===== config.mk =====
export PLATFORM = sky130hd
export DESIGN_NAME = pipeline_hazard_ctrl
export DESIGN_NICKNAME = d
export VERILOG_FILES = /design/src/rtl/pipeline_hazard_ctrl_pkg.sv /design/src/rtl/pipeline_hazard_ctrl_load_use_detect.sv /design/src/rtl/pipeline_hazard_ctrl.sv
export SDC_FILE = /design/constraint.sdc
export NUM_CORES = 1
export LEC_CHECK = 0
export CAP_MARGIN = 30
export CORE_ASPECT_RATIO = 0.9
export CORE_MARGIN = 2
export CORE_UTILIZATION = 30
export CTS_CLUSTER_DIAMETER = 150
export DETAILED_ROUTE_END_ITERATION = 6
export RECOVER_POWER = 100
export SETUP_SLACK_MARGIN = 0.4
export SYNTH_ARGS = -nofsm -noshare
export SYNTH_HDL_FRONTEND = slang
export SYNTH_HIERARCHICAL = 1
export SYNTH_SLANG_ARGS = --single-unit

===== constraint.sdc =====
create_clock -name CLK -period 2.05 [get_ports CLK]
set_clock_uncertainty 0.05 [all_clocks]
set_input_delay 0.41 -clock CLK [delete_from_list [all_inputs] [get_ports CLK]]
set_output_delay 0.41 -clock CLK [all_outputs]
set_load 0.02 [all_outputs]

===== src/rtl/pipeline_hazard_ctrl_pkg.sv =====
// Shared types for the pipeline hazard controller.
package pipeline_hazard_ctrl_pkg;

  // Architectural register select (32 GPRs).
  typedef logic [4:0] regbits_t;

  typedef enum logic [1:0] {
    RUN,
    LU_STALL,
    MEM_WAIT,
    HALT
  } hazard_state_t;

endpackage


===== src/rtl/pipeline_hazard_ctrl_load_use_detect.sv =====
// Load-use hazard detector: a load in EX whose result the DEC instruction needs.
module load_use_detect
  import pipeline_hazard_ctrl_pkg::*;
(
  input  logic     MemtoReg_ex,
  input  regbits_t wsel_ex,
  input  regbits_t rs_dec,
  input  regbits_t rt_dec,
  input  logic     uses_rt_dec,
  output logic     lu_hazard
);

  // $0 is never a real dependency, so a load targeting it never stalls.
  assign lu_hazard = MemtoReg_ex && (wsel_ex != '0) &&
                     ((wsel_ex == rs_dec) || (uses_rt_dec && (wsel_ex == rt_dec)));

endmodule


===== src/rtl/pipeline_hazard_ctrl.sv =====
// Stall/flush sequencer for the 5-stage pipeline with a saturating stall counter.
module pipeline_hazard_ctrl
  import pipeline_hazard_ctrl_pkg::*;
#(
  parameter int unsigned CNT_W = 16
) (
  input  logic             CLK,
  input  logic             nRST,
  input  logic             ihit,
  input  logic             dhit,
  input  logic             dmemREN_mem,
  input  logic             dmemWEN_mem,
  input  logic             MemtoReg_ex,
  input  regbits_t         wsel_ex,
  input  regbits_t         rs_dec,
  input  regbits_t         rt_dec,
  input  logic             uses_rt_dec,
  input  logic             jump_ex,
  input  logic             branch_taken_mem,
  input  logic             halt_wb,
  output logic             pc_en,
  output logic             en_ifid,
  output logic             en_idex,
  output logic             en_exmem,
  output logic             en_memwb,
  output logic             flush_ifid,
  output logic             flush_idex,
  output logic             flush_exmem,
  output logic             halted,
  output logic [CNT_W-1:0] stall_cycles
);

  localparam logic [CNT_W-1:0] CntOne = {{(CNT_W-1){1'b0}}, 1'b1};

  hazard_state_t    state_q, state_d;
  logic             halted_q;
  logic [CNT_W-1:0] cnt_q;
  logic             lu_hazard;
  logic             mem_pend;

  load_use_detect u_lu (
    .MemtoReg_ex (MemtoReg_ex),
    .wsel_ex     (wsel_ex),
    .rs_dec      (rs_dec),
    .rt_dec      (rt_dec),
    .uses_rt_dec (uses_rt_dec),
    .lu_hazard   (lu_hazard)
  );

  assign mem_pend = (dmemREN_mem || dmemWEN_mem) && !dhit;

  // Next state and Mealy enables/flushes; everything defaults to frozen.
  always_comb begin
    state_d     = state_q;
    pc_en       = 1'b0;
    en_ifid     = 1'b0;
    en_idex     = 1'b0;
    en_exmem    = 1'b0;
    en_memwb    = 1'b0;
    flush_ifid  = 1'b0;
    flush_idex  = 1'b0;
    flush_exmem = 1'b0;
    if (nRST) begin
      case (state_q)
        HALT: state_d = HALT;
        // RUN, LU_STALL and MEM_WAIT share the priority chain; only LU_STALL
        // masks the load-use check so one load never gets two bubbles.
        default: begin
          if (halt_wb) begin
            state_d = HALT;
          end else if (mem_pend) begin
            state_d = MEM_WAIT;
          end else if (branch_taken_mem) begin
            {pc_en, en_ifid, en_idex, en_exmem, en_memwb} = '1;
            {flush_ifid, flush_idex, flush_exmem}         = '1;
            state_d = RUN;
          end else if (jump_ex) begin
            {pc_en, en_ifid, en_idex, en_exmem, en_memwb} = '1;
            flush_ifid = 1'b1;
            flush_idex = 1'b1;
            state_d    = RUN;
          end else if (lu_hazard && (state_q != LU_STALL)) begin
            en_idex    = 1'b1;
            flush_idex = 1'b1;
            en_exmem   = 1'b1;
            en_memwb   = 1'b1;
            state_d    = LU_STALL;
          end else if (!ihit) begin
            en_idex    = 1'b1;
            flush_idex = 1'b1;
            en_exmem   = 1'b1;
            en_memwb   = 1'b1;
            state_d    = RUN;
          end else begin
            {pc_en, en_ifid, en_idex, en_exmem, en_memwb} = '1;
            state_d = RUN;
          end
        end
      endcase
    end
  end

  // State, sticky halt flag and saturating stall counter.
  always_ff @(posedge CLK or negedge nRST) begin
    if (!nRST) begin
      state_q  <= RUN;
      halted_q <= 1'b0;
      cnt_q    <= '0;
    end else begin
      state_q  <= state_d;
      halted_q <= (state_d == HALT);
      if (!pc_en && !halted_q && (cnt_q != '1)) begin
        cnt_q <= cnt_q + CntOne;
      end
    end
  end

  assign halted       = halted_q;
  assign stall_cycles = cnt_q;

endmodule


# After elaboration in Yosys (flattened, before gate mapping)
# Cells that the tools add are included.
# classes
add_sub_neg,1
n_eq_ne,6
muxes,38
reduce_logical,13
# ops
cell,count
1-bit two-way mux,34
16-bit by 1-bit adder with 16-bit output (second input constant),1
16-bit inequality test (second input constant),1
5-bit == test,2
2-bit two-way mux,4
1-bit logical AND,7
5-bit nonzero test,1
2-bit == test (second input constant),2
1-bit logical NOT,3
1-bit logical OR,2
2-bit by 1-bit inequality test with 1-bit output (second input constant),1
# word_totals
elab_cells,61
in_bits,26
out_inout_bits,25
regBits,19

# Longest topological paths before layout
# depth
depth_word,15
mapped_depth,10
depth_no_buf,9

# Modules after synthesis
# Netlist, hierarchy kept.
# modules_own_cells
module,cells_per_inst,n_inst,area_per_inst_um2,seq_area_each_um2
pipeline_hazard_ctrl,97,1,1017.2,475.5
load_use_detect,17,1,132.6,0.0

# Worst setup path after synthesis
# Ideal clock, no wire load.
# synth_path
kind,input-to-output
start,input port wsel_ex[1]
end,output port pc_en
required_time_ns,1.590
slack_ns,-0.154
arrival_time_ns,1.744
n_path_buf,1
stages,7
cell_sequence,or4_1 > o21ai_1 > a21oi_1 > nand2b_1 > o211ai_1 > and2_4 > buf_4
# synth_between
elab_chain_len,12
word_cells_on_any_way,15
classes_between,eq/ne: 2; mux: 7; reduce/logical: 6
# synth_rtl
element,line_no,source
start: declaration,pipeline_hazard_ctrl.sv:14,"input regbits_t wsel_ex,"
5-bit == test,pipeline_hazard_ctrl_load_use_detect.sv:15,((wsel_ex == rs_dec) || (uses_rt_dec && (wsel_ex == rt_dec)));
1-bit logical AND,pipeline_hazard_ctrl_load_use_detect.sv:15,
1-bit logical OR,pipeline_hazard_ctrl_load_use_detect.sv:15,
1-bit logical AND *,pipeline_hazard_ctrl_load_use_detect.sv:14,assign lu_hazard = MemtoReg_ex && (wsel_ex != '0) &&
named net lu_hazard,pipeline_hazard_ctrl.sv:38,logic lu_hazard;
1-bit logical AND *,pipeline_hazard_ctrl.sv:82,end else if (lu_hazard && (state_q != LU_STALL)) begin
1-bit two-way mux * (7 in a row),--,
end: declaration,pipeline_hazard_ctrl.sv:21,"output logic pc_en,"
# Mark *: on every way through the listed nets, which the timed path passes. The rest lies on a longest branch.

# Worst setup path in the final report
# layout_path
start,input port wsel_ex[2]
end,output port en_ifid
# layout_between
elab_chain_len,12
word_cells_on_any_way,15
classes_between,eq/ne: 2; mux: 7; reduce/logical: 6
# layout_rtl
element,line_no,source
5-bit == test,pipeline_hazard_ctrl_load_use_detect.sv:15,
1-bit logical AND,pipeline_hazard_ctrl_load_use_detect.sv:15,
1-bit logical OR,pipeline_hazard_ctrl_load_use_detect.sv:15,
1-bit logical AND *,pipeline_hazard_ctrl_load_use_detect.sv:14,
named net lu_hazard,pipeline_hazard_ctrl.sv:38,
1-bit logical AND *,pipeline_hazard_ctrl.sv:82,
1-bit two-way mux *,pipeline_hazard_ctrl.sv:82,
1-bit two-way mux *,pipeline_hazard_ctrl.sv:77,end else if (jump_ex) begin
1-bit two-way mux *,pipeline_hazard_ctrl.sv:73,end else if (branch_taken_mem) begin
1-bit two-way mux *,pipeline_hazard_ctrl.sv:71,end else if (mem_pend) begin
1-bit two-way mux *,pipeline_hazard_ctrl.sv:69,if (halt_wb) begin
1-bit two-way mux *,pipeline_hazard_ctrl.sv:64,case (state_q)
1-bit two-way mux *,pipeline_hazard_ctrl.sv:63,if (nRST) begin
end: declaration,pipeline_hazard_ctrl.sv:22,"output logic en_ifid,"
# Marks and branches as above.

==> results.py <==
metrics = {
    "run_status": {
        "status": "complete, but fails checks",
        "violations": "setup timing",
    },
    "setup_path": {
        "crit_required_ps": 1590,
        "setup.worst_path.start_class": "input pin",
        "rrSetupSlack_ps": 170,
        "path_max_fanout": 3,
        "end_kind": "primary output",
        "critPathKind": "input pin to primary output",
        "crit_arrival_ps": 1800,
    },
    "synth": {
        "yosysTopAreaCellShare_pct": 41.3,
        "synth_edf_count": 0,
        "async_flop_share_pct": 100,
        "synth_largest_area_cell": "dfrtp_1",
        "synth.lib_cells_used.distinct": 32,
        "syn_area_sq_um": 1150,
        "syn_avg_cell_area_sq_um": 10.1,
        "synth.area.top_cells": "dfrtp_1 (41%), xnor2_1 (12%), xor2_1 (6.9%)",
        "yosysWarnings": 6,
        "synth_seq_cells": 19,
        "seq_area_frac_synth_pct": 41.3,
        "syn-num-nets": 141,
        "syn_inst": 114,
        "synthFlopType": "dfrtp_1",
    },
    "timing": {
        "drv_slew": 0,
        "period_share_pct": 110,
        "fmax_ghz": 0.443,
        "fin_crit_ps": 2260,
        "fin_hold_ws_ps": 429,
        "finalWorstSetupSlack_ps": -209,
        "setup_viol": 16,
        "grt_setup_unrepaired": "true",
        "tightest_slew_ps": 1200,
        "slew_headroom_pct": 20.1,
        "hold_viol": 0,
    },
    "power": {
        "ir_worst_vdd_uv": 228,
        "power_leakage_nw": 0.990,
        "p_per_area_nw_per_um2": 518,
    },
    "routing": {
        "drtIter0Drc": 73,
        "ant_nets": 0,
        "route.vias.total": 1143,
        "drc": 0,
        "via_per_inst": 4.74,
        "dr.pass1.iters": 4,
        "routed_wl_mm": 3.16,
        "routedWlPerCell_microns": 13.1,
    },
    "global_route": {
        "grt_usage_pct": 14.7,
        "grt_max_degree": 24,
        "grt_pass1_vias": 1210,
        "grt_pass1_wl_mm": 5.21,
        "antenna_found_initial": 0,
        "grt_overflow": 0,
    },
    "layout": {
        "area_delta_synth_final_pct": 76.0,
        "num_antenna_cells": 0,
        "register_area_sq_um": 475,
        "nets": 223,
        "nFillCells": 324,
        "final_core_util_pct": 54.6,
        "drive_above_1_share_pct": 40.5,
        "multi_input_area_sq_um": 738,
    },
    "floorplan": {
        "die_w_microns": 69.3,
        "dieArea_sq_um": 4340,
        "core-area_sq_um": 3700,
        "rows": 21,
        "die_h_microns": 62.7,
        "pin_count": 51,
        "initial_core_util_pct": 31.0,
    },
    "placed_design": {
        "port_buffers": 50,
        "gp_congestion": 0.787,
        "dpl.hpwl_mm": 2.28,
    },
    "hold_path": {
        "hp-class": "input pin to register",
    },
    "clock_network": {
        "cts_max_path_buffers": 2,
        "cts.sinks": 19,
        "clock_latency_ps": 260,
        "h-tree-depth": 1,
        "clk_pin_slew_ps": 70,
        "tritoncts": "done",
        "clock-root-buffer": "clkbuf_8",
        "cts_buffers": 3,
    },
    "run": {
        "drv_cap": 0,
    },
}
## final cells by class
cell class / instances / area share (%)
clock buffer: 4 / 2.23
inverter: 3 / 0.557
multi-input combinational: 87 / 36.5
sequential: 19 / 23.5
tap: 46 / 2.84
timing repair buffer: 82 / 34.4
## report_power, final
part	total, mW	internal, mW	switching (mW)
Clock	0.259	0.138	0.120
Sequential	0.470	0.416	0.0539
Combinational	0.320	0.163	0.157
Total	1.05	0.718	0.331
## final timing paths
| path | cells after the start | endpoint | from |
|---|---|---|---|
| worst max-delay path | 8 | en_ifid | wsel_ex[2] |
| worst min-delay path | 3 | halted | halt_wb |
| worst max register to register | 7 | stall_cycles[14] | stall_cycles[0] |
| worst min register to register | 1 | stall_cycles[5] | stall_cycles[5] |
| max in group asynchronous | 2 | stall_cycles[0] | nRST |
| min in group asynchronous | 2 | stall_cycles[14] | nRST |
## stage by stage
step           TNS, ps  setup slack (ps)  cells  cell area, sq um  total power, mW
2_1_floorplan     -703              -136    114              1150            0.600
3_3_place_gp    -16680             -1020    223              1800            0.776
3_5_place_dp    -17590             -1050    223              1800            0.789
4_1_cts          -2220              -253    239              1980             1.04
5_1_grt          -3410              -304    241              2020             1.11
6_report         -1060              -209    241              2020             1.05
## metal layers
metal	global-route usage [%]	share of wire, %	up-vias
met5	0	0	-
met4	5.15	1.7	0
met3	2.10	5.2	6
met2	28.7	54	38
met1	16.0	39	534
li1	-	-	565
## cells in the mapped netlist (2+ instances only)
library cell and instances:
and3_1 6, a21oi_1 3, and2_1 2, nand2_1 7, xnor2_1 16, buf_4 4
nor3_1 2, dfrtp_1 19, nand2b_1 2, nand4_1 9, nand3_1 6, nand4b_1 2
nand3_2 2, xor2_1 9, inv_1 3, nor2_1 6
## cell families (layout without fill, tap and decap cells)
| kind of cell | after synthesis | in the layout | share of synthesized area [%] |
|---|---|---|---|
| compound gates | 8 | 8 | 4.57 |
| xor+xnor | 25 | 25 | 19.0 |
| fa+ha+maj | 1 | 1 | 1.09 |
| buf+inv | 8 | 89 | 4.57 |
| flops | 19 | 19 | 41.3 |
| mux | 1 | 1 | 0.979 |
| simple gates | 52 | 52 | 28.4 |
## critical path, cell delays in order
cell,delay [ps]
buf_6,90
or4_1,540
o21ai_2,140
a21oi_2,50
nand2b_1,140
o211ai_1,110
and2_4,200
buf_6,120
## registers in the layout, summed over array words and instances, names as in the netlist
register / cells
halted: 1
stall_cycles: 16
state_q: 2
## what timing repair did
item,CTS,global route
setup endpoints to repair,42,25
hold buffers,0,0
gates resized for setup,127,27
buffers inserted,12,2
pin swaps,34,24
## layout by cell type, fill, tap and decap left out, types with 5 or more instances in the layout
| cell | Yosys | layout |
|---|---|---|
| nand4_1 | 9 | 9 |
| dlygate4sd2_1 | 0 | 21 |
| xnor2_1 | 16 | 14 |
| clkbuf_2 | 0 | 5 |
| nand2_1 | 7 | 5 |
| buf_4 | 4 | 24 |
| nor2_1 | 6 | 5 |
| xor2_1 | 9 | 6 |
| dfrtp_1 | 19 | 19 |
| and3_1 | 6 | 6 |
| buf_6 | 1 | 16 |
Note: power is estimated with default switching activity, not from simulation.
